[src/rtl/ad936x_sdr_framer.sv]
// AD936x-style SDR data-port framer: TX FIFO + word serializer onto p1_d/tx_frame,
// RX frame-aligned word assembler from p0_d/rx_frame with a one-deep output register.
//   state  | meaning
//   S_IDLE | serializer parked, p1_d and tx_frame held at 0
//   S_RUN  | driving word k of the current group, one word per cycle
module ad936x_sdr_framer #(
    parameter int DW    = 12,
    parameter int NCH   = 1,
    parameter int DEPTH = 8
) (
    input  logic                clk,
    input  logic                rst,
    input  logic                tx_en,
    input  logic                tx_valid,
    input  logic [2*NCH*DW-1:0] tx_data,
    output logic                tx_ready,
    output logic                tx_frame,
    output logic [DW-1:0]       p1_d,
    input  logic                rx_frame,
    input  logic [DW-1:0]       p0_d,
    output logic                rx_valid,
    output logic [2*NCH*DW-1:0] rx_data,
    input  logic                rx_ready,
    output logic                rx_locked,
    output logic [15:0]         tx_underflow_cnt,
    output logic [15:0]         rx_overflow_cnt,
    output logic [15:0]         rx_frame_err_cnt
);

    localparam int GW = 2 * NCH * DW;
    localparam int NW = 2 * NCH;
    localparam int AW = $clog2(DEPTH);
    localparam int KW = $clog2(NW);
    localparam logic [KW-1:0] K_LAST = KW'(NW - 1);

    typedef enum logic {S_IDLE, S_RUN} tx_state_t;

    function automatic logic [15:0] sat_inc(input logic [15:0] v);
        return (v == 16'hFFFF) ? v : v + 16'd1;
    endfunction

    // TX FIFO storage and pointers (extra MSB distinguishes full from empty)
    logic [GW-1:0] mem_q [DEPTH];
    logic [AW:0]   wr_ptr_q, wr_ptr_d, rd_ptr_q, rd_ptr_d;
    logic          ready_q, ready_d;
    logic          fifo_empty, fifo_full, wr_en, pop;
    logic [GW-1:0] rd_data;

    tx_state_t     state_q, state_d;
    logic [KW-1:0] k_q, k_d, k_inc;
    logic [GW-1:0] cur_q, cur_d;
    logic [DW-1:0] p1_d_q, p1_d_d;
    logic          tx_frame_q, tx_frame_d;
    logic [15:0]   und_q, und_d;

    logic          rxf_q, rxf_d, rxf_prev_q, rxf_prev_d;
    logic [DW-1:0] rxd_q, rxd_d;
    logic          locked_q, locked_d;
    logic [KW-1:0] rx_k_q, rx_k_d;
    logic [GW-1:0] asm_q, asm_d;
    logic          rx_valid_q, rx_valid_d;
    logic [GW-1:0] rx_data_q, rx_data_d;
    logic [15:0]   ovf_q, ovf_d, ferr_q, ferr_d;
    logic          done;

    assign fifo_empty = (wr_ptr_q == rd_ptr_q);
    assign fifo_full  = (wr_ptr_q[AW] != rd_ptr_q[AW]) &&
                        (wr_ptr_q[AW-1:0] == rd_ptr_q[AW-1:0]);
    assign tx_ready   = ready_q && !fifo_full;
    assign wr_en      = tx_valid && tx_ready;
    assign rd_data    = mem_q[rd_ptr_q[AW-1:0]];
    assign k_inc      = k_q + KW'(1);

    always_comb begin
        state_d    = state_q;
        k_d        = k_q;
        cur_d      = cur_q;
        p1_d_d     = p1_d_q;
        tx_frame_d = tx_frame_q;
        und_d      = und_q;
        pop        = 1'b0;
        ready_d    = 1'b1;
        case (state_q)
            S_IDLE: begin
                p1_d_d     = '0;
                tx_frame_d = 1'b0;
                if (tx_en && !fifo_empty) begin
                    pop        = 1'b1;
                    state_d    = S_RUN;
                    cur_d      = rd_data;
                    k_d        = '0;
                    p1_d_d     = rd_data[DW-1:0];
                    tx_frame_d = 1'b1;
                end
            end
            S_RUN: begin
                if (k_q == K_LAST) begin
                    if (tx_en && !fifo_empty) begin
                        pop        = 1'b1;
                        cur_d      = rd_data;
                        k_d        = '0;
                        p1_d_d     = rd_data[DW-1:0];
                        tx_frame_d = 1'b1;
                    end else begin
                        state_d    = S_IDLE;
                        k_d        = '0;
                        p1_d_d     = '0;
                        tx_frame_d = 1'b0;
                        if (tx_en) und_d = sat_inc(und_q);
                    end
                end else begin
                    k_d        = k_inc;
                    p1_d_d     = cur_q[int'(k_inc)*DW +: DW];
                    tx_frame_d = (int'(k_inc) < NCH);
                end
            end
            default: state_d = S_IDLE;
        endcase
        wr_ptr_d = wr_ptr_q + {{AW{1'b0}}, wr_en};
        rd_ptr_d = rd_ptr_q + {{AW{1'b0}}, pop};
    end

    // RX: alignment acquired on a rising frame edge, dropped on any pattern mismatch
    always_comb begin
        rxf_d      = rx_frame;
        rxd_d      = p0_d;
        rxf_prev_d = rxf_q;
        asm_d      = asm_q;
        locked_d   = locked_q;
        rx_k_d     = rx_k_q;
        ferr_d     = ferr_q;
        ovf_d      = ovf_q;
        rx_valid_d = rx_valid_q;
        rx_data_d  = rx_data_q;
        done       = 1'b0;
        if (locked_q) begin
            if (rxf_q != (int'(rx_k_q) < NCH)) begin
                locked_d = 1'b0;
                rx_k_d   = '0;
                ferr_d   = sat_inc(ferr_q);
            end else begin
                asm_d[int'(rx_k_q)*DW +: DW] = rxd_q;
                if (rx_k_q == K_LAST) begin
                    done   = 1'b1;
                    rx_k_d = '0;
                end else begin
                    rx_k_d = rx_k_q + KW'(1);
                end
            end
        end else if (rxf_q && !rxf_prev_q) begin
            asm_d[DW-1:0] = rxd_q;
            locked_d      = 1'b1;
            rx_k_d        = KW'(1);
        end
        if (rx_valid_q && rx_ready) rx_valid_d = 1'b0;
        if (done) begin
            if (!rx_valid_q || rx_ready) begin
                rx_valid_d = 1'b1;
                rx_data_d  = asm_d;
            end else begin
                ovf_d = sat_inc(ovf_q);
            end
        end
    end

    always_ff @(posedge clk) begin
        if (wr_en) mem_q[wr_ptr_q[AW-1:0]] <= tx_data;
    end

    always_ff @(posedge clk) begin
        if (rst) begin
            wr_ptr_q   <= '0;
            rd_ptr_q   <= '0;
            ready_q    <= 1'b0;
            state_q    <= S_IDLE;
            k_q        <= '0;
            cur_q      <= '0;
            p1_d_q     <= '0;
            tx_frame_q <= 1'b0;
            und_q      <= '0;
            rxf_q      <= 1'b0;
            rxd_q      <= '0;
            rxf_prev_q <= 1'b0;
            locked_q   <= 1'b0;
            rx_k_q     <= '0;
            asm_q      <= '0;
            rx_valid_q <= 1'b0;
            rx_data_q  <= '0;
            ovf_q      <= '0;
            ferr_q     <= '0;
        end else begin
            wr_ptr_q   <= wr_ptr_d;
            rd_ptr_q   <= rd_ptr_d;
            ready_q    <= ready_d;
            state_q    <= state_d;
            k_q        <= k_d;
            cur_q      <= cur_d;
            p1_d_q     <= p1_d_d;
            tx_frame_q <= tx_frame_d;
            und_q      <= und_d;
            rxf_q      <= rxf_d;
            rxd_q      <= rxd_d;
            rxf_prev_q <= rxf_prev_d;
            locked_q   <= locked_d;
            rx_k_q     <= rx_k_d;
            asm_q      <= asm_d;
            rx_valid_q <= rx_valid_d;
            rx_data_q  <= rx_data_d;
            ovf_q      <= ovf_d;
            ferr_q     <= ferr_d;
        end
    end

    assign p1_d             = p1_d_q;
    assign tx_frame         = tx_frame_q;
    assign rx_valid         = rx_valid_q;
    assign rx_data          = rx_data_q;
    assign rx_locked        = locked_q;
    assign tx_underflow_cnt = und_q;
    assign rx_overflow_cnt  = ovf_q;
    assign rx_frame_err_cnt = ferr_q;

endmodule

[config.mk]
export PLATFORM = sky130hd
export DESIGN_NAME = ad936x_sdr_framer
export DESIGN_NICKNAME = d
export VERILOG_FILES = /design/src/rtl/ad936x_sdr_framer.sv
export SDC_FILE = /design/constraint.sdc
export NUM_CORES = 1
export LEC_CHECK = 0
export ABC_CLOCK_PERIOD_IN_PS = 5140
export CAP_MARGIN = 25
export CORE_MARGIN = 2
export CORE_UTILIZATION = 56
export DETAILED_ROUTE_END_ITERATION = 12
export PLACE_DENSITY = 0.79
export SLEW_MARGIN = 25
export SYNTH_ARGS = -nofsm -noshare
export SYNTH_HDL_FRONTEND = slang
export SYNTH_SLANG_ARGS = --single-unit
[constraint.sdc]
create_clock -name clk -period 5.14 [get_ports clk]
set_input_delay 1.028 -clock clk [delete_from_list [all_inputs] [get_ports clk]]
set_output_delay 1.028 -clock clk [all_outputs]
set_load 0.01 [all_outputs]
Word level (Yosys, flattened, before mapping)
Memories as Yosys holds them, arrays and structs flattened. A register that Yosys moved wholly into a read port is not among the register bits.
Index checks and enable logic that the tools add are counted.
{ "totals": {"regBits": 161, "ramBits": 192, "input_bits": 42, "output_inout_bits": 88, "word_cells": 104, "memories": 1} }
{ "mem_list": {"columns": ["name", "depth", "width", "read_ports", "rd_clocked_by_memory_dff", "wr", "line", "rtl"], "rows": [
  ["mem_q", 8, 24, 1, 1, 1, "43", "logic [GW-1:0] mem_q [DEPTH];"]
]} }
{ "classes": {"add_sub_neg": 8, "multipliers": 2, "magnitude_cmp": 2, "n_eq_ne": 9, "n_shift": 3, "muxes": 38, "bitwise_logic": 6, "reduce_logical": 16} }
{ "ops": {"columns": ["cell", "n"], "rows": [
  ["$mux 24", 3],
  ["$mux 12", 5],
  ["$add 16x1->16 const B", 3],
  ["$eq 16x16->1 const B", 3],
  ["$pmux 24 s2", 1],
  ["$neg 5->33", 1],
  ["$shift 12x33->24 const A", 1],
  ["$shiftx 12x33->24", 1],
  ["$bwmux 24", 1],
  ["$pmux 12 s2", 1],
  ["$shiftx 24x6->12", 1],
  ["$mux 1", 22],
  ["$add 4x1->4", 2],
  ["$pmux 1 s2", 4],
  ["$logic_and 1x1->1", 6],
  ["$mul 1x2->3 const B", 2],
  ["$not 1->1", 6],
  ["$reduce_and 3->1", 2],
  ["$reduce_and 5->1", 1],
  ["$eq 4x4->1", 1],
  ["$logic_not 1->1", 4],
  ["$eq 3x3->1", 1],
  ["$mux 3", 1],
  ["$add 1x1->1 const B", 2],
  ["7 further kinds", 9]
]} }

Logic depth before layout (Yosys ltp)
{ "logic_depth": {"ltp_word": 8, "depth_mapped": 10, "depth_no_buf": 9} }

Worst setup path after synthesis
Ideal clock, no wire load.
{ "synth_path": {"path_type": "input -> register", "from": "input tx_valid", "to": "memory mem_q[4][0] in the netlist's numbering, enable pin", "setup_ns": 0.475, "t_arrival_ns": 3.786, "t_required_ns": 4.665, "slack_ns": 0.879, "path_stages": 2, "n_path_buf": 0, "cell_sequence": "nand2_1 -> nor4b_1"} }
{ "synth_via": {"elab_chain_len": 3} }
{ "synth_lines": {"columns": ["item", "line", "rtl"], "rows": [
  ["start, declared", "14", "input logic tx_valid,"],
  ["$logic_and 1x1->1", "70", "assign wr_en = tx_valid && tx_ready;"],
  ["$mux 1", "167", "if (wr_en) mem_q[wr_ptr_q[AW-1:0]] <= tx_data;"],
  ["$mux 1 (implied by the code)", "167", null],
  ["end, declared", "43", null]
]} }
No other way between the ends.

Worst setup path after layout
{ "layout_path": {"from": "register rd_ptr_q[2]", "to": "output tx_ready"} }
{ "layout_via": {"elab_chain_len": 4} }
{ "layout_lines": {"columns": ["item", "line", "rtl"], "rows": [
  ["start, declared", "44", "logic [AW:0] wr_ptr_q, wr_ptr_d, rd_ptr_q, rd_ptr_d;"],
  ["start signal, assigned", "193", "rd_ptr_q <= rd_ptr_d;"],
  ["$eq 3x3->1", "68", "(wr_ptr_q[AW-1:0] == rd_ptr_q[AW-1:0]);"],
  ["$logic_and 1x1->1", "67", "assign fifo_full = (wr_ptr_q[AW] != rd_ptr_q[AW]) &&"],
  ["$logic_not 1->1", "69", "assign tx_ready = ready_q && !fifo_full;"],
  ["$logic_and 1x1->1", "69", null],
  ["end, declared", "16", "output logic tx_ready,"]
]} }
No other way between the ends.

==> run_results.csv <==
group,metric,value,unit
critical_path,arrival,2.51,ns
clock_tree,root_buffer,"clkbuf_16",
detailed_routing,ant_nets,0,
global_route,gr-total-overflow,0,
power_and_ir_drop,peakVddDrop,0.354,mV
sta,relSlewSlack,0.342,
sta,layout_min_cycle_time,3.54,ns
layout,layout-drive-gt1-share,0.135,
layout,nNetsFinal,1085,
worst_hold_path,holdCritStartpoint,"cur_q[15]$_SDFFE_PP0P_",
sta,worst_hold_slack,0.470,ns
die,die_h,157,um
clock_tree,htree_levels,2,
yosys,ys_seq_area_frac,0.668,
clock_tree,cts_tree,"built",
worst_hold_path,min_path_type,"reg -> reg",
run_status,status,"completed",
sta,worst_pin_slew,0.987,ns
layout,multi_input_area,0.00409,sq mm
die,start_util,0.575,
layout,layout.cells.non_filler,1372,
placed_design,placed_cells,1311,
die,boundaryPins,130,
sta,fin_crit_sh,0.688,
detailed_routing,drc_errors,0,
yosys,synth_cells,908,
global_route,antenna_found_initial,0,
global_route,grt_max_degree,71,
die,fp.dieW,157,um
yosys,synth-edff-count,192,
clock_tree,cts.sinks,341,
detailed_routing,num_vias,7774,
sta,finalWorstSetupSlack,1.60,ns
critical_path,reg2reg_from,"rd_ptr_q[2]$_SDFF_PP0_",
clock_tree,cts.clk_slew.worst_paths,0.06,ns
sta,maxSlewViolCount,0,
yosys,ys_seq_elements,341,
power_and_ir_drop,cellLeakagePower,0.00514,uW
yosys,synth.top_cell.area_share,0.440,
critical_path,crit_type,"reg -> out",
critical_path,critPathLaunch,"rd_ptr_q[2]$_SDFF_PP0_",
worst_hold_path,worstHoldEndpoint,"p1_d[3]$_SDFF_PP0_",
critical_path,worstPathRequired,4.11,ns
layout,syn_to_final_growth,20.7,%
global_route,grt_pass1_wl,40400,um
yosys,ys_warn_count,0,
sta,hold_violations,0,
critical_path,rr_endpoint,"mem_q[1][0]$_DFFE_PP_",
layout,final_cell_mix,"edfxtp_1, dfxtp_1, clkdlybuf4s50_1, nor2_1, mux2i_1",
detailed_routing,drt_iter0_markers,509,
clock_tree,clk_path_buf_depth,3,
die,core-area,0.0228,sq mm
yosys,syn_nets,959,
placed_design,dp_hpwl,15400,um
critical_path,worstSetupEndpointType,"primary output",
clock_tree,cts_buffers,34,
job,maxCapViolCount,0,
layout,layout_commonest_cell,"edfxtp_1",
detailed_routing,wl,25800,um
yosys,yosysUniqueCellTypes,54,
yosys,synth_area_per_cell,14.4,sq um
yosys,async_flop_share,0,
die,num_rows,55,
detailed_routing,dr.pass1.iters,4,
die,dieArea,0.0246,sq mm
detailed_routing,wire_per_inst,18.8,um
sta,setup_viol,0,
clock_tree,post-cts-setup-buffers,0,
critical_path,cp_max_fo,27,
clock_tree,clock_latency,0.50,ns
sta,worst_clock_skew,0.0116,ns
layout,regArea,0.00875,sq mm
global_route,grt_usage,0.211,
sta,setup-tns-final,0,ns
yosys,syn_area,0.0131,sq mm
placed_design,numPortBuffers,129,
placed_design,pre_cts_slack,2.13,ns
placed_design,gp_congestion,0.775,
detailed_routing,viasPerCell,5.67,
clock_tree,cts-resized-gates,0,
yosys,synth.area.top_cells,"edfxtp_1, dfxtp_1, mux4_2",
critical_path,r2r_slack,2.28,ns
layout,fillerInstances,1566,
global_route,grt_pass1_vias,7560,
sta,rsz0062_at_grt,"no",
sta,max_freq,283,MHz
critical_path,start_kind,"register",
worst_hold_path,hold_depth,2,
yosys,yosysTopAreaCell,"edfxtp_1",
critical_path,rr_worst_depth,6,
yosys,synth_top_flop_cell,"edfxtp_1",
power_and_ir_drop,power_per_cell_area,370,mW/mm^2
clock_tree,ctsHoldBuffers,0,
layout,num_antenna_cells,0,
==> final cells by class <==
cell class / instances / share of cell area
clock buffers: 48 / 0.0625
flip-flops and latches: 341 / 0.554
inverters: 11 / 0.00261
repair buffers: 144 / 0.0890
clock inverters: 13 / 0.00776
multi-input cells: 502 / 0.259
well taps: 313 / 0.0248
==> cell usage after synthesis, types with 2 or more instances <==
master	count
dfxtp_1	149
nor4b_1	6
or3_1	2
nand2b_1	4
and4_1	6
ha_1	9
buf_6	2
o211ai_1	2
or2_2	2
clkbuf_1	31
o21ai_0	27
mux4_2	48
nor4_2	7
nor2_1	101
a21oi_1	26
nor3_1	19
inv_1	10
and3_1	5
xnor2_1	38
nor4_1	9
nor3b_1	2
and2_1	2
buf_2	14
a31oi_1	3
nand2_1	33
a211oi_1	27
nand4_1	15
nand3_1	16
xor2_1	2
or4_1	2
edfxtp_1	192
xnor2_4	2
buf_1	2
mux2i_1	51
nor2b_1	19
o21a_1	2
buf_4	4
==> worst max path at each step <==
stage,to,cells past startpoint
3_5_place_dp,tx_ready,4
3_3_place_gp,tx_ready,4
4_1_cts,tx_ready,4
6_report,tx_ready,4
5_1_grt,tx_ready,4
2_1_floorplan,mem_q[4][0]$_DFFE_PP_,2
==> stage by stage <==
| step | power (uW) | util | instance area [sq um] |
|---|---|---|---|
| after floorplan | 3330 | - | 13100 |
| after global placement | 3450 | 0.644 | 14700 |
| after detailed placement | 3460 | 0.644 | 14700 |
| after CTS | 5890 | 0.693 | 15800 |
| after global routing | 6040 | 0.693 | 15800 |
| final | 5840 | 0.693 | 15800 |
==> flip-flops by register name, summed over array words and instances, names as in the netlist <==
name              count
tx_underflow_cnt     16
rx_frame_err_cnt     16
state_q               1
rxf_prev_q            1
k_q                   1
rx_locked             1
ready_q               1
rx_data              24
rx_k_q                1
asm_q                24
rxd_q                12
rxf_prev_d            1
cur_q                12
rd_ptr_q              4
mem_q               192
rx_valid              1
tx_frame              1
wr_ptr_q              4
rx_overflow_cnt      16
p1_d                 12
==> critical path, stage by stage, from the launching register on <==
cell and delay (ns):
dfxtp_2 0.98, xnor2_4 0.21, nand3_1 0.11, o21a_1 0.20, clkdlybuf4s50_1 0.51
==> cell families after synthesis <==
family,count (synthesis),share of synthesized area
adders and majority gates,9,0.00860
xor gates and xnor gates,43,0.0322
buffers and inverters,65,0.0224
muxes,99,0.122
and+or+nand+nor,258,0.104
AOI/OAI and AO/OA,93,0.0431
DFF,341,0.668
==> power breakdown <==
group	internal (uW)	switching, uW	total [uW]
clock	1450	988	2430
sequential	2940	36.1	2980
combinational	211	217	428
==> metal layers <==
layer	vias to the layer above	GRT usage	wire [um]	share of wire
met1	3833	0.284	11100	0.43
met5	-	0	0	0
met4	0	0.0607	624	0.024
met3	48	0.0363	1530	0.059
li1	3644	-	-	-
met2	249	0.357	12600	0.49
Power figures use the tool's default switching activity.
